`config.mk`:
```
export PLATFORM = sky130hd
export DESIGN_NAME = mem_arbiter
export DESIGN_NICKNAME = d
export VERILOG_FILES = /design/src/rtl/mem_arbiter_pkg.sv /design/src/rtl/mem_timeout_ctr.sv /design/src/rtl/mem_arbiter.sv
export SDC_FILE = /design/constraint.sdc
export NUM_CORES = 1
export LEC_CHECK = 0
export ABC_CLOCK_PERIOD_IN_PS = 2100
export CORE_UTILIZATION = 41
export DETAILED_ROUTE_END_ITERATION = 8
export GPL_ROUTABILITY_DRIVEN = 0
export GPL_TIMING_DRIVEN = 0
export PLACE_DENSITY = 0.81
export SYNTH_ARGS = -nofsm -noshare
export SYNTH_HDL_FRONTEND = slang
export SYNTH_HIERARCHICAL = 1
export SYNTH_SLANG_ARGS = --single-unit
```
`constraint.sdc`:
```
create_clock -name clk -period 2.1 [get_ports clk]
set_input_delay 0.42 -clock clk [delete_from_list [all_inputs] [get_ports clk]]
set_output_delay 0.42 -clock clk [all_outputs]
set_load 0.005 [all_outputs]
```
`src/rtl/mem_arbiter_pkg.sv`:
```
// Shared types and default sizing for the two-port memory arbiter.
package mem_arbiter_pkg;

    typedef enum logic [1:0] {
        ST_IDLE  = 2'd0,
        ST_ISSUE = 2'd1,
        ST_WAIT  = 2'd2,
        ST_RESP  = 2'd3
    } state_e;

    typedef enum logic {
        GNT_IF = 1'b0,
        GNT_LS = 1'b1
    } gnt_e;

    localparam int DEF_LS_STREAK = 4;
    localparam int DEF_TIMEOUT   = 15;

    // Bits needed to hold values 0..max_val.
    function automatic int cnt_width(input int max_val);
        return (max_val < 2) ? 1 : $clog2(max_val + 1);
    endfunction

endpackage

```
`src/rtl/mem_timeout_ctr.sv`:
```
// Loadable down-counter; expired_o is high once the count has reached zero.
module mem_timeout_ctr #(
    parameter int WIDTH = 4
) (
    input  logic             clk,
    input  logic             rst,
    input  logic             load_i,
    input  logic [WIDTH-1:0] load_val_i,
    input  logic             dec_i,
    output logic             expired_o
);

    logic [WIDTH-1:0] count_q;
    logic [WIDTH-1:0] count_d;

    always_comb begin
        count_d = count_q;
        if (load_i) begin
            count_d = load_val_i;
        end else if (dec_i && (count_q != '0)) begin
            count_d = count_q - WIDTH'(1);
        end
    end

    always_ff @(posedge clk or negedge rst) begin
        if (!rst) begin
            count_q <= '0;
        end else begin
            count_q <= count_d;
        end
    end

    assign expired_o = (count_q == '0);

endmodule

```
`src/rtl/mem_arbiter.sv`:
```
// Arbitrates instruction fetch and load/store traffic onto a single-outstanding
// memory port, with LSU priority bounded by a streak limit and a WAIT timeout.
module mem_arbiter
    import mem_arbiter_pkg::*;
#(
    parameter int LS_STREAK = DEF_LS_STREAK,
    parameter int TIMEOUT   = DEF_TIMEOUT
) (
    input  logic        clk,
    input  logic        rst,
    input  logic        if_req,
    input  logic [31:0] if_addr,
    output logic        if_ready,
    output logic [31:0] if_rdata,
    input  logic        ls_req,
    input  logic        ls_we,
    input  logic [31:0] ls_addr,
    input  logic [31:0] ls_wdata,
    input  logic [3:0]  ls_wstrb,
    output logic        ls_ready,
    output logic [31:0] ls_rdata,
    output logic        bus_err,
    output logic        mem_en,
    output logic        mem_we,
    output logic [31:0] mem_addr,
    output logic [31:0] mem_wdata,
    output logic [3:0]  mem_wstrb,
    input  logic        mem_ack,
    input  logic [31:0] mem_rdata
);

    localparam int SW = cnt_width(LS_STREAK);
    localparam int CW = cnt_width(TIMEOUT - 1);
    localparam logic [SW-1:0] STREAK_MAX = SW'(LS_STREAK);
    // Loaded with TIMEOUT-1 so the final permitted WAIT cycle sees expiry.
    localparam logic [CW-1:0] TO_LOAD    = CW'(TIMEOUT - 1);

    state_e        state_q;
    gnt_e          gnt_q;
    logic [SW-1:0] streak_q;
    logic          if_ready_q, ls_ready_q, bus_err_q, mem_en_q, mem_we_q;
    logic [31:0]   if_rdata_q, ls_rdata_q, mem_addr_q, mem_wdata_q;
    logic [3:0]    mem_wstrb_q;

    logic ls_wins;
    logic to_load, to_dec, to_expired;

    assign ls_wins = ls_req && !(if_req && (streak_q == STREAK_MAX));
    assign to_load = (state_q == ST_ISSUE);
    assign to_dec  = (state_q == ST_WAIT) && !mem_ack;

    mem_timeout_ctr #(
        .WIDTH (CW)
    ) u_timeout (
        .clk        (clk),
        .rst        (rst),
        .load_i     (to_load),
        .load_val_i (TO_LOAD),
        .dec_i      (to_dec),
        .expired_o  (to_expired)
    );

    always_ff @(posedge clk or negedge rst) begin
        if (!rst) begin
            state_q     <= ST_IDLE;
            gnt_q       <= GNT_IF;
            streak_q    <= '0;
            if_ready_q  <= 1'b0;
            ls_ready_q  <= 1'b0;
            bus_err_q   <= 1'b0;
            if_rdata_q  <= '0;
            ls_rdata_q  <= '0;
            mem_en_q    <= 1'b0;
            mem_we_q    <= 1'b0;
            mem_addr_q  <= '0;
            mem_wdata_q <= '0;
            mem_wstrb_q <= '0;
        end else begin
            if_ready_q <= 1'b0;
            ls_ready_q <= 1'b0;
            bus_err_q  <= 1'b0;
            if_rdata_q <= '0;
            ls_rdata_q <= '0;
            mem_en_q   <= 1'b0;
            case (state_q)
                ST_IDLE: begin
                    if (if_req || ls_req) begin
                        state_q  <= ST_ISSUE;
                        mem_en_q <= 1'b1;
                        if (ls_wins) begin
                            gnt_q       <= GNT_LS;
                            mem_we_q    <= ls_we;
                            mem_addr_q  <= ls_addr;
                            mem_wdata_q <= ls_wdata;
                            mem_wstrb_q <= ls_wstrb;
                            if (!if_req) begin
                                streak_q <= '0;
                            end else if (streak_q != STREAK_MAX) begin
                                streak_q <= streak_q + SW'(1);
                            end
                        end else begin
                            gnt_q       <= GNT_IF;
                            mem_we_q    <= 1'b0;
                            mem_addr_q  <= if_addr;
                            mem_wdata_q <= '0;
                            mem_wstrb_q <= 4'h0;
                            streak_q    <= '0;
                        end
                    end
                end
                ST_ISSUE: begin
                    state_q <= ST_WAIT;
                end
                ST_WAIT: begin
                    // An ack arriving on the last allowed cycle still wins over expiry.
                    if (mem_ack || to_expired) begin
                        state_q   <= ST_RESP;
                        bus_err_q <= !mem_ack;
                        if (gnt_q == GNT_LS) begin
                            ls_ready_q <= 1'b1;
                            ls_rdata_q <= (mem_ack && !mem_we_q) ? mem_rdata : 32'h0;
                        end else begin
                            if_ready_q <= 1'b1;
                            if_rdata_q <= mem_ack ? mem_rdata : 32'h0;
                        end
                    end
                end
                ST_RESP: begin
                    state_q <= ST_IDLE;
                end
                default: begin
                    state_q <= ST_IDLE;
                end
            endcase
        end
    end

    assign if_ready  = if_ready_q;
    assign if_rdata  = if_rdata_q;
    assign ls_ready  = ls_ready_q;
    assign ls_rdata  = ls_rdata_q;
    assign bus_err   = bus_err_q;
    assign mem_en    = mem_en_q;
    assign mem_we    = mem_we_q;
    assign mem_addr  = mem_addr_q;
    assign mem_wdata = mem_wdata_q;
    assign mem_wstrb = mem_wstrb_q;

endmodule

```
==> qor.yml <==
status: "finished, final reports clean"
grt_pass1_wl_um: 27900
cts_buffers: 17
drt-total-wl_um: 17900
wl_per_cell_um: 18.7
rr_worst_depth: 6
hold_path_depth: 3
vias: 5015
dr.max_layer_used: "met4"
crit-reg2reg-launch: "state_q[0]"
worstSkewPairLatency_ns: 0.42
postCtsSetupRepairBufs: 0
synth_area_um2: 5650
wl_met3_um: 1870
ys_warn_count: 6
htree_levels: 4
wl_met2_um: 9060
grt_start_max_net_pins: 84
grt_antenna_before_repair: 0
overflow: 0
drv_slew: 0
synthCells: 474
endpoint_kind: "register"
cts_tree: "built"
port_buffers: 273
fin_area_um2: 9250
hpwlAfterDp_um: 13100
crit_slowest_cell: "nor4b_1"
first_iter_violations: 309
cp-start-kind: "register"
ctsLongestPathBuffers: 2
wl_met1_um: 6610
drc_errors: 0
powerDensity_nw_per_um2: 1260
synth_seq_cells: 147
worstPathRequired_ns: 2.40
hold_ws_ns: 0.423
numClockSinks: 147
path_clk_slew_ns: 0.06
worst_pin_slew_ns: 0.638
synth.yosys.seq_area_share: 0.651
hold_class: "in2reg"
core_um2: 13300
ant_nets: 0
arrival_ns: 2.26
rrSetupSlack_ns: 0.14
slew_headroom: 0.575
finalCriticalPeriod_ns: 1.96
cts_root_buf: "clkbuf_16"
slowest_delay_ns: 0.41
switching_share: 0.308
r2r-end: "u_timeout/count_q[3]"
final_common_cell: "clkdlybuf4s50_1"
cell_internal_pwr_w: 0.00807
pin_count: 275
die_h_um: 119
synthFlopType: "dfrtp_1"
area_growth_pct: 63.8
hold_viol: 0
routed_via_density: 5.23
start_util: 0.423
setup_violations: 0
synth.avg_cell_area_um2: 11.9
peakVddDrop_uv: 607
clock_power_share: 0.261
layout_common_cells: "272 x clkdlybuf4s50_1, 147 x dfrtp_1, 69 x nand2_1"
dieArea_um2: 14200
synth_cell_types: 36
max_freq_mhz: 509
drive_above_1_share: 0.0690
grt_usage: 0.258
period_share: 0.936
antenna_cells: 0
critPathKind: "reg2reg"
async_flop_share: 1.00
fin_skew_ns: 0.00908
dpl-instance-area_um2: 8640
nNetsFinal: 915
synth-edff-count: 0
crit_fanout: 9
startpoint: "state_q[0]"
seq_power_share: 0.366
drt-pass1-iter-count: 5
combPwrFrac: 0.373
p_leak_nw: 4.05
power.switching_w: 0.00359
cap_violations: 0
worstPathCellList: "inv_1 > ha_1 > nor2b_2 > nor4b_1 > nor3b_1 > a221o_1"
grt_pass1_vias: 5321
num_rows: 42
fp.dieW_um: 119
worstHoldEndpoint: "mem_addr[0]"
worstHoldStart: "ls_req"
how the worst max path moves through the flow:
stage          slack, ns              endpoint  cells after the start
2_1_floorplan       0.31  u_timeout/count_q[3]                      6
3_3_place_gp       -5.00           ls_rdata[7]                      1
3_5_place_dp       -0.31         mem_wdata[26]                      4
4_1_cts             0.02  u_timeout/count_q[3]                      6
5_1_grt           -0.003          mem_addr[12]                      8
6_report            0.14  u_timeout/count_q[3]                      6
power groups by stage:
stage	registers (W)	clock network (W)	logic [W]
floorplan	0.00430	0	0.00171
global placement	0.00425	0	0.00418
detailed placement	0.00430	0	0.00434
CTS	0.00427	0.00309	0.00438
global route	0.00437	0.00322	0.00472
finish	0.00427	0.00304	0.00435
flip-flops by register name (all words and copies together), names as in the netlist:
signal / count
mem_we: 1
gnt_q: 1
streak_q: 3
ls_rdata: 32
mem_wstrb: 4
mem_wdata: 32
ls_ready: 1
if_rdata: 32
mem_addr: 32
u_timeout/count_q: 4
mem_en: 1
state_q: 2
bus_err: 1
if_ready: 1
Yosys cell counts, drive strengths merged (2+ instances only):
master,count,area share
inv,10,0.0066
nand2,69,0.046
conb,2,0.0013
nand2b,2,0.0022
nor3,2,0.0018
nor3b,2,0.0027
and3,2,0.0031
clkbuf,30,0.020
o21ai,4,0.0042
dfrtp,147,0.65
buf,7,0.0060
ha,7,0.016
o211ai,32,0.043
a22o,37,0.057
a31o,2,0.0031
and2,66,0.073
nand4,32,0.035
nor2,4,0.0027
a21oi,4,0.0035
a32o,2,0.0035
kinds of logic (layout without fill, tap and decap cells):
family / after synthesis / count (layout) / synth area share
other: 2 / 4 / 0.00133
AND/OR/NAND/NOR: 184 / 184 / 0.175
buffers and inverters: 47 / 354 / 0.0326
flip-flops: 147 / 147 / 0.651
adder cells (fa/ha/maj): 7 / 7 / 0.0155
multiplexers: 1 / 1 / 0.00199
AO/OA/AOI/OAI: 86 / 86 / 0.122
through the flow:
| step | utilization | cells | setup WS, ns | total power [W] | setup TNS, ns |
|---|---|---|---|---|---|
| after detailed placement | 0.647 | 926 | -0.310 | 0.00864 | -13.49 |
| after global routing | 0.693 | 959 | -0.00341 | 0.0123 | -0.00341 |
| after CTS | 0.692 | 959 | 0.0152 | 0.0117 | 0 |
| after global placement | 0.645 | 925 | -5.00 | 0.00843 | -741.77 |
| final | 0.693 | 959 | 0.135 | 0.0117 | 0 |
| after floorplan | - | 476 | 0.309 | 0.00601 | 0 |
final cells by class:
cell class,instances,area (µm²)
fillers,939,4100
flip-flops and latches,147,3680
repair buffers,275,2770
multi-input cells,282,1800
clock buffers,19,443
well taps,176,220
plain buffers,37,151
clock inverters,13,149
inverters,10,37.5
what timing repair did:
item / 4_1_cts / 5_1_grt
resized for setup: 1 / 8
endpoints found under the setup margin: 2 / 34
hold endpoints to repair: 2 / 0
hold buffers: 1 / 0
routing by layer:
metal,global-route usage,vias to the layer above
met5,0,-
met4,0.0977,0
met3,0.104,27
met2,0.450,268
met1,0.281,2476
li1,-,2244
worst max-delay path: cells and delay by family, from the launching register on:
kind	cells	cell delay, ns
AND/OR/NAND/NOR	3	0.84
AO/OA/AOI/OAI	1	0.28
adder cells (fa/ha/maj)	1	0.22
flip-flops	1	0.40
buffers and inverters	1	0.11
(Power assumes the default switching activity.)
